--- src/rtl/spreading_factors_pkg.sv ---
// Spreading-factor encodings shared by the DCSK transmit path.
// SF2/SF4/SF8/SF16 are carried on a 2-bit field.
package spreading_factors_pkg;

    typedef enum logic [1:0] {
        SF2  = 2'd0,
        SF4  = 2'd1,
        SF8  = 2'd2,
        SF16 = 2'd3
    } sf_t;

endpackage

--- src/rtl/dcsk_tx_pkg.sv ---
// Shared types and helpers for the DCSK transmit scheduler.
// Holds the FSM state type, chip index width and SF-to-log2 mapping.
package dcsk_tx_pkg;

    import spreading_factors_pkg::*;

    localparam int CHIP_IDX_W = 5;

    typedef enum logic [1:0] {
        IDLE  = 2'd0,
        LOAD  = 2'd1,
        SEND  = 2'd2,
        GUARD = 2'd3
    } tx_sched_state_t;

    // log2 of the spreading factor; also the chip-index bit that
    // separates the reference half from the data half.
    function automatic logic [2:0] sf_to_log2(input logic [1:0] sf);
        logic [2:0] l;
        unique case (sf)
            SF2:     l = 3'd1;
            SF4:     l = 3'd2;
            SF8:     l = 3'd3;
            default: l = 3'd4;
        endcase
        return l;
    endfunction

endpackage

--- src/rtl/dcsk_tx_scheduler_chip_bit_counter.sv ---
// chip_bit_counter: chip index within a bit, bit index within a frame.
// Ports: i_clk, i_arst, i_clear, i_enable, i_sf -> o_chip_idx,
//        o_chip_idx_msb (registered half select), o_last_chip_of_frame.
module chip_bit_counter
    import dcsk_tx_pkg::*;
#(
    parameter int MSG_WIDTH = 32
) (
    input  logic                  i_clk,
    input  logic                  i_arst,
    input  logic                  i_clear,
    input  logic                  i_enable,
    input  logic [1:0]            i_sf,
    output logic [CHIP_IDX_W-1:0] o_chip_idx,
    output logic                  o_chip_idx_msb,
    output logic                  o_last_chip_of_frame
);

    localparam int BIT_W = (MSG_WIDTH > 1) ? $clog2(MSG_WIDTH) : 1;
    localparam logic [BIT_W-1:0] BIT_LAST = BIT_W'(MSG_WIDTH - 1);
    localparam logic [CHIP_IDX_W:0] SPAN_UNIT = (CHIP_IDX_W+1)'(2);

    logic [CHIP_IDX_W-1:0] r_chip;
    logic                  r_msb;
    logic [BIT_W-1:0]      r_bit;

    logic [2:0]            w_log2;
    logic [CHIP_IDX_W:0]   w_span;
    logic [CHIP_IDX_W-1:0] w_chip_max;
    logic [CHIP_IDX_W-1:0] w_chip_nxt;
    logic [CHIP_IDX_W-1:0] w_chip_sh;
    logic [BIT_W-1:0]      w_bit_nxt;
    logic                  w_wrap;

    assign w_log2 = sf_to_log2(i_sf);
    // 2*SF chips per bit; SF16 span of 32 truncates to 0 and the -1
    // still lands on 31.
    assign w_span     = SPAN_UNIT << w_log2;
    assign w_chip_max = w_span[CHIP_IDX_W-1:0] - CHIP_IDX_W'(1);
    assign w_wrap     = (r_chip == w_chip_max);

    always_comb begin
        w_chip_nxt = r_chip;
        w_bit_nxt  = r_bit;
        if (i_clear) begin
            w_chip_nxt = '0;
            w_bit_nxt  = '0;
        end else if (i_enable) begin
            if (w_wrap) begin
                w_chip_nxt = '0;
                w_bit_nxt  = (r_bit == BIT_LAST) ? '0 : r_bit + BIT_W'(1);
            end else begin
                w_chip_nxt = r_chip + CHIP_IDX_W'(1);
            end
        end
    end

    // MSB is registered from the next chip value so it moves in
    // lockstep with o_chip_idx.
    assign w_chip_sh = w_chip_nxt >> w_log2;

    always_ff @(posedge i_clk or posedge i_arst) begin
        if (i_arst) begin
            r_chip <= '0;
            r_msb  <= 1'b0;
            r_bit  <= '0;
        end else begin
            r_chip <= w_chip_nxt;
            r_msb  <= w_chip_sh[0];
            r_bit  <= w_bit_nxt;
        end
    end

    assign o_chip_idx           = r_chip;
    assign o_chip_idx_msb       = r_msb;
    assign o_last_chip_of_frame = i_enable & ~i_clear & w_wrap &
                                  (r_bit == BIT_LAST);

endmodule

--- src/rtl/dcsk_tx_scheduler.sv ---
// dcsk_tx_scheduler: frame controller for the DCSK transmit modulator.
// Accepts a word (i_msg/i_msg_valid/o_msg_ready), latches o_msg/o_sf,
// pulses o_load_msg, runs chip/bit counters in SEND (o_chip_idx,
// o_chip_idx_msb, o_mod_en), inserts a guard gap, reports
// o_busy/o_frame_done/o_aborted and sticky o_err (i_mod_ready low in
// SEND). i_en freezes progress; i_abort drops any busy frame.
// Optional: define DCSK_TX_SCHED_FRAME_CNT_EN for o_frame_cnt and
// o_abort_cnt (16-bit wrapping completion/abort counters).
module dcsk_tx_scheduler
    import dcsk_tx_pkg::*;
#(
    parameter int MSG_WIDTH    = 32,
    parameter int GUARD_CYCLES = 4
) (
    input  logic                  i_clk,
    input  logic                  i_arst,
    input  logic                  i_en,
    input  logic [1:0]            i_sf,
    input  logic [MSG_WIDTH-1:0]  i_msg,
    input  logic                  i_msg_valid,
    output logic                  o_msg_ready,
    input  logic                  i_abort,
    input  logic                  i_mod_ready,
    output logic [MSG_WIDTH-1:0]  o_msg,
    output logic                  o_load_msg,
    output logic [1:0]            o_sf,
    output logic [CHIP_IDX_W-1:0] o_chip_idx,
    output logic                  o_chip_idx_msb,
    output logic                  o_mod_en,
    output logic                  o_busy,
    output logic                  o_frame_done,
    output logic                  o_aborted,
`ifdef DCSK_TX_SCHED_FRAME_CNT_EN
    output logic [15:0]           o_frame_cnt,
    output logic [15:0]           o_abort_cnt,
`endif
    output logic                  o_err
);

    localparam int GW    = $clog2(GUARD_CYCLES + 2);
    localparam int GLAST = (GUARD_CYCLES > 0) ? GUARD_CYCLES - 1 : 0;

    tx_sched_state_t  r_state;
    tx_sched_state_t  w_state_nxt;
    logic [GW-1:0]    r_guard;
    logic [MSG_WIDTH-1:0] r_msg;
    logic [1:0]       r_sf;
    logic             r_frame_done;
    logic             r_aborted;
    logic             r_err;

    logic             w_accept;
    logic             w_abort;
    logic             w_done;
    logic             w_guard_last;
    logic             w_cnt_en;
    logic             w_last_chip;

    assign o_msg_ready  = (r_state == IDLE) & i_en;
    assign w_accept     = o_msg_ready & i_msg_valid;
    assign w_abort      = i_abort & (r_state != IDLE);
    assign w_guard_last = (r_guard == GW'(GLAST));
    assign w_cnt_en     = (r_state == SEND) & i_en & ~w_abort;

    // Abort wins over both a stalled enable and normal completion.
    always_comb begin
        w_state_nxt = r_state;
        w_done      = 1'b0;
        if (w_abort) begin
            w_state_nxt = IDLE;
        end else if (i_en) begin
            unique case (r_state)
                IDLE: if (i_msg_valid) w_state_nxt = LOAD;
                LOAD: w_state_nxt = SEND;
                SEND: begin
                    if (w_last_chip) begin
                        if (GUARD_CYCLES == 0) begin
                            w_state_nxt = IDLE;
                            w_done      = 1'b1;
                        end else begin
                            w_state_nxt = GUARD;
                        end
                    end
                end
                GUARD: begin
                    if (w_guard_last) begin
                        w_state_nxt = IDLE;
                        w_done      = 1'b1;
                    end
                end
                default: w_state_nxt = IDLE;
            endcase
        end
    end

    always_ff @(posedge i_clk or posedge i_arst) begin
        if (i_arst) begin
            r_state      <= IDLE;
            r_guard      <= '0;
            r_msg        <= '0;
            r_sf         <= '0;
            r_frame_done <= 1'b0;
            r_aborted    <= 1'b0;
            r_err        <= 1'b0;
        end else begin
            r_state      <= w_state_nxt;
            r_frame_done <= w_done;
            r_aborted    <= w_abort;
            if (w_accept) begin
                r_msg <= i_msg;
                r_sf  <= i_sf;
            end
            if (r_state == SEND && !i_mod_ready) begin
                r_err <= 1'b1;
            end
            if (w_abort || r_state != GUARD) begin
                r_guard <= '0;
            end else if (i_en) begin
                r_guard <= w_guard_last ? '0 : r_guard + GW'(1);
            end
        end
    end

`ifdef DCSK_TX_SCHED_FRAME_CNT_EN
    logic [15:0] r_frame_cnt;
    logic [15:0] r_abort_cnt;

    always_ff @(posedge i_clk or posedge i_arst) begin
        if (i_arst) begin
            r_frame_cnt <= '0;
            r_abort_cnt <= '0;
        end else begin
            if (r_frame_done) r_frame_cnt <= r_frame_cnt + 16'd1;
            if (r_aborted)    r_abort_cnt <= r_abort_cnt + 16'd1;
        end
    end

    assign o_frame_cnt = r_frame_cnt;
    assign o_abort_cnt = r_abort_cnt;
`endif

    chip_bit_counter #(
        .MSG_WIDTH (MSG_WIDTH)
    ) u_cnt (
        .i_clk                (i_clk),
        .i_arst               (i_arst),
        .i_clear              (w_abort),
        .i_enable             (w_cnt_en),
        .i_sf                 (r_sf),
        .o_chip_idx           (o_chip_idx),
        .o_chip_idx_msb       (o_chip_idx_msb),
        .o_last_chip_of_frame (w_last_chip)
    );

    // Held in LOAD while disabled; fires once i_en returns.
    assign o_load_msg   = (r_state == LOAD) & i_en & ~i_abort;
    assign o_mod_en     = (r_state == SEND) & i_en;
    assign o_busy       = (r_state != IDLE);
    assign o_msg        = r_msg;
    assign o_sf         = r_sf;
    assign o_frame_done = r_frame_done;
    assign o_aborted    = r_aborted;
    assign o_err        = r_err;

endmodule

--- config.mk ---
export PLATFORM = sky130hd
export DESIGN_NAME = dcsk_tx_scheduler
export DESIGN_NICKNAME = d
export VERILOG_FILES = /design/src/rtl/spreading_factors_pkg.sv /design/src/rtl/dcsk_tx_pkg.sv /design/src/rtl/dcsk_tx_scheduler_chip_bit_counter.sv /design/src/rtl/dcsk_tx_scheduler.sv
export SDC_FILE = /design/constraint.sdc
export NUM_CORES = 1
export LEC_CHECK = 0
export ABC_AREA = 1
export CAP_MARGIN = 20
export CORE_ASPECT_RATIO = 1.75
export CORE_MARGIN = 2
export CORE_UTILIZATION = 35
export CTS_BUF_LIST = sky130_fd_sc_hd__clkbuf_2
export CTS_CLUSTER_SIZE = 20
export DETAILED_ROUTE_END_ITERATION = 10
export SLEW_MARGIN = 5
export SYNTH_ARGS = -nofsm -noshare
export SYNTH_HDL_FRONTEND = slang
export SYNTH_SLANG_ARGS = --single-unit
--- constraint.sdc ---
create_clock -name i_clk -period 3.46 [get_ports i_clk]
set_input_delay 0.692 -clock i_clk [delete_from_list [all_inputs] [get_ports i_clk]]
set_output_delay 0.692 -clock i_clk [all_outputs]
set_load 0.02 [all_outputs]
# Word level (Yosys, flattened, before mapping)
# Cells that the tools add are included.
# word_totals
register_bits,53
output_inout_bits,47
word_cells,73
# classes
n_addsub,4
n_eq_ne,12
shift,2
n_mux,21
n_bitwise,12
n_reduce_logical,12
# ops
cell,n
5-bit 2-to-1 mux,7
5-bit by 1-bit adder with 5-bit output (second input constant),2
1-bit AND,10
2-bit 2-to-1 mux,5
2-bit nonzero test,5
3-bit 2-to-1 mux,3
3-bit case mux with 3 select lines,1
2-bit case mux with 4 select lines,1
2-bit == test (second input constant),3
3-bit by 2-bit != test with 1-bit output (second input constant),2
5-bit == test,1
5-bit == test (second input constant),1
2-bit by 3-bit << shifter with 5-bit output (first input constant),1
5-bit by 3-bit >> shifter with 1-bit output,1
5-bit by 1-bit subtractor with 5-bit output (second input constant),1
2-bit by 1-bit == test with 1-bit output (second input constant),2
2-bit logical NOT,2
1-bit 2-to-1 mux,4
4-bit AND reduction,1
3-bit by 1-bit adder with 3-bit output (second input constant),1
3-bit by 2-bit == test with 1-bit output (second input constant),1
3-bit by 1-bit != test with 1-bit output (second input constant),1
2-bit != test (second input constant),1
1-bit NOT,2
other kinds (4),4

# Logic depth before layout (Yosys ltp)
# Gate-level depths: netlist (run 1).
# logic_depth
word_depth,11
depth_mapped,14
ltp_nobuf,14

# By module
# From an unflattened synthesis (run 1), not the netlist that was laid out.
# hier_totals
cells_unflattened,307
hier_area_um2,2625.0
# modules_own_cells
mod,instances,cells_per_inst,area_per_inst_um2,seq_area_each_um2
dcsk_tx_scheduler,1,208,1833.0,1051.0
chip_bit_counter,1,99,792.0,275.3

# Worst setup path after synthesis (run 1)
# No wires, ideal clock.
# synth_timing
path_kind,input to output
from,in i_en
to,out o_load_msg
t_arrival_ps,1132
t_required_ps,2768
setup_slack_ps,1636
path_stages,3
path_buffers,1
path_cell_list,buf_6 > nand2_1 > nor2_1
# synth_via
elab_chain_len,2
# synth_lines
element,line,source
start: declaration,dcsk_tx_scheduler.sv:17,"input logic i_en,"
1-bit AND (2 in series),dcsk_tx_scheduler.sv:156,assign o_load_msg = (r_state == LOAD) & i_en & ~i_abort;
end: declaration,dcsk_tx_scheduler.sv:25,"output logic o_load_msg,"
# No other way between the ends.

# Worst setup path in the final report (run 1)
# layout_timing
from,in i_en
to,out o_mod_en
# layout_via
elab_chain_len,1
# layout_lines
element,line,source
1-bit AND,dcsk_tx_scheduler.sv:157,assign o_mod_en = (r_state == SEND) & i_en;
end: declaration,dcsk_tx_scheduler.sv:29,"output logic o_mod_en,"
# No other way between the ends.

==> out/qor.csv, run 1 <==
stage,metric,value,unit
route,wire length on met1,2025,um
global_routing,vias in the first global route,1984,
sta,RSZ-0062 raised after global routing,false,
yosys,Syn. warnings,0,
route,routed wire length on met2,3344,um
flow_run,total of max-cap violations,0,
floorplan,Die ar.,8082,sq um
clock_tree,clock slew at reported path FFs,240,ps
global_routing,initial antenna violation count,1,
hold_path,worst min path class,reg -> reg,
place,placer's final routability congestion estimate,0.7161,
final_layout,Fillers,693,
clock_tree,CTS tree,done,
sta,Fin. Hold Viols,0,
global_routing,grt ovf,0,
sta,final slew viol count,0,
pwr,P_leak,1.647,nW
yosys,syn_area_per_cell,10.95,sq um
route,DR vias,1917,
worst_setup_path,CP Cell Sequence,clkdlybuf4s50_1 -> nand2_4 -> inv_6 -> clkdlybuf4s50_1,
run_status,status,"complete, no violations",
clock_tree,post-cts sizing count,0,
clock_tree,clock latency on the worst-skew pair,440,ps
yosys,number of synthesized register bits,53,
final_layout,most frequent cells in the layout,"clkdlybuf4s50_1, dfrtp_1, nand2_1",
floorplan,die span in y,117.4,um
place,post-DP HPWL,4416,um
clock_tree,largest buffer count on any clock path,2,
floorplan,io pins,87,
route,number of detailed-route iterations in the first pass,4,
yosys,post-synthesis net count,290,
yosys,area share of the largest cell type after synthesis,0.5153,
yosys,synth top area cells,"dfrtp_1, mux2_2, ha_1, nand2_1, inv_1",
sta,Max-Slew Margin vs Limit,0.6266,
sta,Final period util,0.8422,
pwr,switch share,0.3848,
final_layout,"commonest non-fill, non-tap cell in the layout",clkdlybuf4s50_1,
final_layout,share of cells above drive strength 1,0.1754,
route,WL met3,202,um
final_layout,Syn-to-layout area delta,38.94,%
worst_setup_path,startpoint types,input port,
clock_tree,H-Tree Depth,2,
yosys,Mapped Cells,235,
floorplan,row count,41,
sta,count of final setup violators,0,
yosys,"Seq/Total Area, Yosys",0.5153,
global_routing,Total Routing Usage GR,0.1550,
final_layout,nets,379,
final_layout,"Core Util, Final",0.4979,
route,Iter 0 DRT Violations,54,
clock_tree,clock net sink count,53,
worst_setup_path,R2R Path Start,o_sf[0],
clock_tree,hold_buf cts,0,
yosys,Syn Std Cell Area,2574,sq um
worst_setup_path,Crit Path Class,in -> out,
global_routing,largest net degree at the start of global routing,37,
floorplan,Die X,68.82,um
route,DRT Wirelength,5694,um
pwr,Comb pwr share,0.526,
sta,"Min Clock Period, post-route",2914,ps
place,setup slack at placement,531.4,ps
global_routing,first-pass GRT wire length,9397,um
pwr,Int Power,1.667,mW
worst_setup_path,"Largest stage delay, worst path",690,ps
clock_tree,Num CTS Buffers,5,
pwr,Max IR drop VDD,0.4157,mV
sta,TNS Setup,0,ps
worst_setup_path,crit path from,i_en,
route,DR vias/cell,4.653,
place,port buffer count,86,
pwr,Seq pwr share,0.359,
route,Post-DRT Antenna Nets,0,
route,drt wl/cell,13.82,um
clock_tree,Post CTS Setup Buffer Count,0,
worst_setup_path,worst path arrival time,2220,ps
route,highest routed layer,met4,
pwr,pwr/cell area,757.9,nW/um^2
worst_setup_path,critical path's slowest cell,clkdlybuf4s50_1,
yosys,cell taking the most area after synthesis,dfrtp_1,
floorplan,core box area,7182,sq um
sta,post-route worst setup slack,545.9,ps
sta,Max Clock Skew,12.01,ps
pwr,P_sw,1.043,mW
pwr,Clk pwr share,0.116,
worst_setup_path,Worst Path Required,2770,ps
sta,Max Freq,0.3432,GHz
worst_setup_path,cell mode on critical path,clkdlybuf4s50_1,
worst_setup_path,Crit Path Max Fanout,9,
route,DRC viols,0,
yosys,Synth cell types,29,
clock_tree,Root Buffer,clkbuf_2,
sta,worst-margin pin slew,559.3,ps
hold_path,hold path start,o_err,
worst_setup_path,Worst setup EP type,output pin,
floorplan,Initial Util,0.3584,
==> state kept, by name (all words and copies together), names as in the netlist <==
name / flops
r_state: 2
u_cnt.r_bit: 5
u_cnt.o_chip_idx: 5
u_cnt.o_chip_idx_msb: 1
r_guard: 3
o_msg: 32
o_frame_done: 1
o_sf: 2
o_err: 1
o_aborted: 1
==> synthesized netlist by cell type <==
master and count:
a211oi_1 1, a21oi_1 5, buf_4 1, buf_6 4, dfrtp_1 53, ha_1 15, inv_1 25, inv_2 2
inv_6 1, mux2_1 2, mux2_2 30, nand2_1 38, nand2_2 5, nand2_4 4, nand3_1 15, nand3_2 2
nand4_1 1, nor2_1 12, nor2_2 2, nor2_4 2, nor3_1 1, o21ai_0 2, o21ai_1 2, o21bai_1 1
o22ai_1 1, o31ai_1 2, o32ai_1 1, or2_1 1, xor2_1 4
==> kinds of logic after synthesis <==
family                     share of synthesized area
and+or+nand+nor                               0.1599
DFF                                           0.5153
buffers and inverters                        0.06320
muxes                                         0.1400
AOI/OAI and AO/OA                            0.03500
adders and majority gates                    0.07292
xor gates and xnor gates                     0.01361
==> worst max-delay path, delay by kind of cell <==
family	cells	cell delay (ps)
simple gates	1	140
buf+inv	3	1380
==> cell type report <==
class                      count  area, sq um  share of cell area
clock buffer                   6        30.03            0.008397
multi-input combinational    149         1085              0.3034
tap                           86        107.6             0.03009
inverter                      28        110.1             0.03079
clock inverter                 2        33.78            0.009447
antenna                        1        2.502           0.0006998
sequential                    53         1326              0.3709
timing repair buffer          87        880.8              0.2463
==> metrics by stage <==
| step | hold slack [ps] | power [mW] | cell area, sq um | instances |
|---|---|---|---|---|
| 5_1_grt | 545.2 | 2.890 | 3576 | 412 |
| 3_5_place_dp | 470.3 | 2.432 | 3510 | 403 |
| 3_3_place_gp | 460.8 | 2.413 | 3510 | 403 |
| 6_report | 508.8 | 2.710 | 3576 | 412 |
| 2_1_floorplan | 448.3 | 1.792 | 2574 | 235 |
| 4_1_cts | 520.7 | 2.755 | 3573 | 411 |
==> power by group through the flow <==
stage,clock network (mW),logic (mW),registers [mW]
final,0.313,1.42,0.972
after global routing,0.353,1.53,1.01
after CTS,0.332,1.45,0.975
after detailed placement,0,1.44,0.990
after global placement,0,1.43,0.981
after floorplan,0,0.544,1.25
==> layer usage <==
layer | global-route usage | up-vias
met5 | 0 | -
met4 | 0.06863 | 0
met3 | 0.03643 | 8
met2 | 0.2831 | 45
met1 | 0.1565 | 925
li1 | - | 939
==> final timing paths <==
kind                       cells past startpoint  slack [ps]                    to
max in group asynchronous                      3        2330             o_msg[17]
max reg2reg                                   13        1630  u_cnt.o_chip_idx_msb
min                                            1         510                 o_err
min in group asynchronous                      2         570             o_msg[11]
max                                            4         550              o_mod_en
min reg2reg                                    1         510                 o_err
Note: power is estimated with default switching activity, not from simulation.
==> inputs of run 2 (changes only) <==
Settings changed: PLACE_DENSITY from default to 0.67.
Clock period 3.46 ns to 2.4 ns, I/O delays scaled along.
==> run 2 against run 1 <==
  * Count of clock-buffer cells in the layout up 2
  * Utilization up 0.12 points
  * Setup slack worse by 310 ps
  * Sequential power up 44%
  * Flip-flop and latch count unchanged
  * Via count up 0.21%
  * Largest power group unchanged
  * Highest routed layer unchanged
==> out/qor.csv, run 2 (synthesized netlist as in run 1, its figures left out) <==
stage,metric,value,unit
global_routing,initial antenna violation count,0,
sta,worst-margin pin slew,465.0,ps
worst_setup_path,R2R Path Start,r_state[1],
floorplan,core box area,7182,sq um
place,port buffer count,86,
worst_setup_path,worst path arrival time,1680,ps
clock_tree,Num CTS Buffers,5,
place,placer's final routability congestion estimate,0.7496,
final_layout,most frequent cells in the layout,"clkdlybuf4s50_1, dfrtp_1, nand2_1",
worst_setup_path,"CP delay by family, top",buffers and inverters,
pwr,P_leak,1.675,nW
floorplan,io pins,87,
global_routing,first-pass GRT wire length,9101,um
place,Post-DP Area,3540,sq um
global_routing,largest net degree at the start of global routing,54,
route,DRT Wirelength,5417,um
pwr,switch share,0.3900,
final_layout,share of cells above drive strength 1,0.1939,
floorplan,die span in y,117.4,um
floorplan,row count,41,
worst_setup_path,Crit Path Class,reg -> out,
sta,RSZ-0062 raised after global routing,false,
worst_setup_path,CP Buf/Inv Count,3,
worst_setup_path,CP Cell Sequence,inv_1 -> ha_1 -> inv_1 -> dlygate4sd2_1,
clock_tree,largest buffer count on any clock path,2,
sta,Fin. Hold Viols,0,
floorplan,Initial Util,0.3584,
final_layout,nets,384,
sta,Final period util,0.9016,
worst_setup_path,critical path's slowest cell,dfrtp_1,
route,drt wl/cell,13.02,um
sta,Max Freq,0.4621,GHz
pwr,Int Power,2.322,mW
worst_setup_path,cell mode on critical path,inv_1,
floorplan,Die ar.,8082,sq um
worst_setup_path,"Largest stage delay, worst path",460,ps
clock_tree,Root Buffer,clkbuf_2,
clock_tree,clock net sink count,53,
route,Iter 0 DRT Violations,38,
pwr,pwr/cell area,1062,nW/um^2
route,DRC viols,0,
floorplan,Die X,68.82,um
route,number of detailed-route iterations in the first pass,4,
sta,Max Clock Skew,17.03,ps
worst_setup_path,Worst Path Required,1920,ps
flow_run,total of max-cap violations,0,
pwr,total power,3.807,mW
pwr,P_sw,1.485,mW
route,DR vias/cell,4.618,
sta,Max-Slew Margin vs Limit,0.6900,
worst_setup_path,FF-to-FF path depth,7,
sta,count of final setup violators,0,
sta,"Min Clock Period, post-route",2164,ps
route,DR vias,1921,
final_layout,"commonest non-fill, non-tap cell in the layout",clkdlybuf4s50_1,
hold_path,worst min path class,in -> async,
clock_tree,clock latency on the worst-skew pair,440,ps
pwr,Clk pwr share,0.092,
place,post-DP HPWL,4167,um
final_layout,# diodes,0,
sta,TNS Setup,0,ps
global_routing,grt ovf,0,
final_layout,final instance area,3585,sq um
worst_setup_path,startpoint types,register,
clock_tree,clock slew at reported path FFs,240,ps
final_layout,Syn-to-layout area delta,39.28,%
pwr,Seq pwr share,0.367,
pwr,Comb pwr share,0.541,
pwr,Max IR drop VDD,0.5600,mV
worst_setup_path,Worst setup EP type,output pin,
worst_setup_path,R2R Setup Slk,540,ps
final_layout,Largest register FFs,32,
route,Post-DRT Antenna Nets,0,
worst_setup_path,Crit Path Max Fanout,4,
global_routing,vias in the first global route,2000,
run_status,status,"complete, no violations",
global_routing,Total Routing Usage GR,0.1508,
worst_setup_path,r2r endpoint,o_msg[2],
clock_tree,H-Tree Depth,2,
sta,final slew viol count,0,
clock_tree,CTS tree,done,
-- run 2: repair_timing --
action	CTS	global route
endpoints found under the hold margin	0	0
setup buffers	1	0
gates resized for setup	5	0
endpoints found under the setup margin	4	0
hold buffers	0	0
-- run 2: routing by layer --
layer | global-route usage | part of all wire
met1 | 0.1462 | 0.35
met2 | 0.2776 | 0.59
met3 | 0.04506 | 0.045
met4 | 0.06127 | 0.017
met5 | 0 | 0
-- run 2: worst max-delay path by stage --
stage                      end  slack (ps)  depth (start not counted)  startpoint
floorplan            o_aborted         630                          1      i_arst
global placement    o_load_msg          90                          4        i_en
detailed placement  o_load_msg          60                          4        i_en
CTS                     o_busy         190                          4  r_state[1]
global route        o_load_msg          40                          5  r_state[1]
finish                  o_busy         240                          4  r_state[1]
-- run 2: area by class of cell --
type	count	area [sq um]
flip-flops and latches	53	1326
repair buffers	92	913.4
clock buffers	8	40.04
inverters	28	110.1
well taps	86	107.6
multi-input cells	149	1087
fillers	700	3597
-- run 2: power by group through the flow --
stage | clock [mW] | sequential, mW | combinational (mW)
6_report | 0.348 | 1.40 | 2.06
5_1_grt | 0.418 | 1.45 | 2.22
4_1_cts | 0.373 | 1.40 | 2.10
3_5_place_dp | 0 | 1.42 | 2.09
3_3_place_gp | 0 | 1.41 | 2.06
2_1_floorplan | 0 | 1.80 | 0.784
-- run 2: worst min-delay path, delay by kind of cell --
| kind | cells | cell delay, ps |
|---|---|---|
| buffers and inverters | 3 | 780 |
-- run 2: per-stage QoR --
step	utilization	hold slack (ps)	setup WS (ps)	std cells
3_5_place_dp	0.4929	469.0	60.75	407
2_1_floorplan	-	448.3	633.8	235
5_1_grt	0.4991	312.9	42.84	416
4_1_cts	0.4991	354.2	189.4	416
3_3_place_gp	0.4929	460.8	86.47	407
6_report	0.4991	381.6	236.2	416
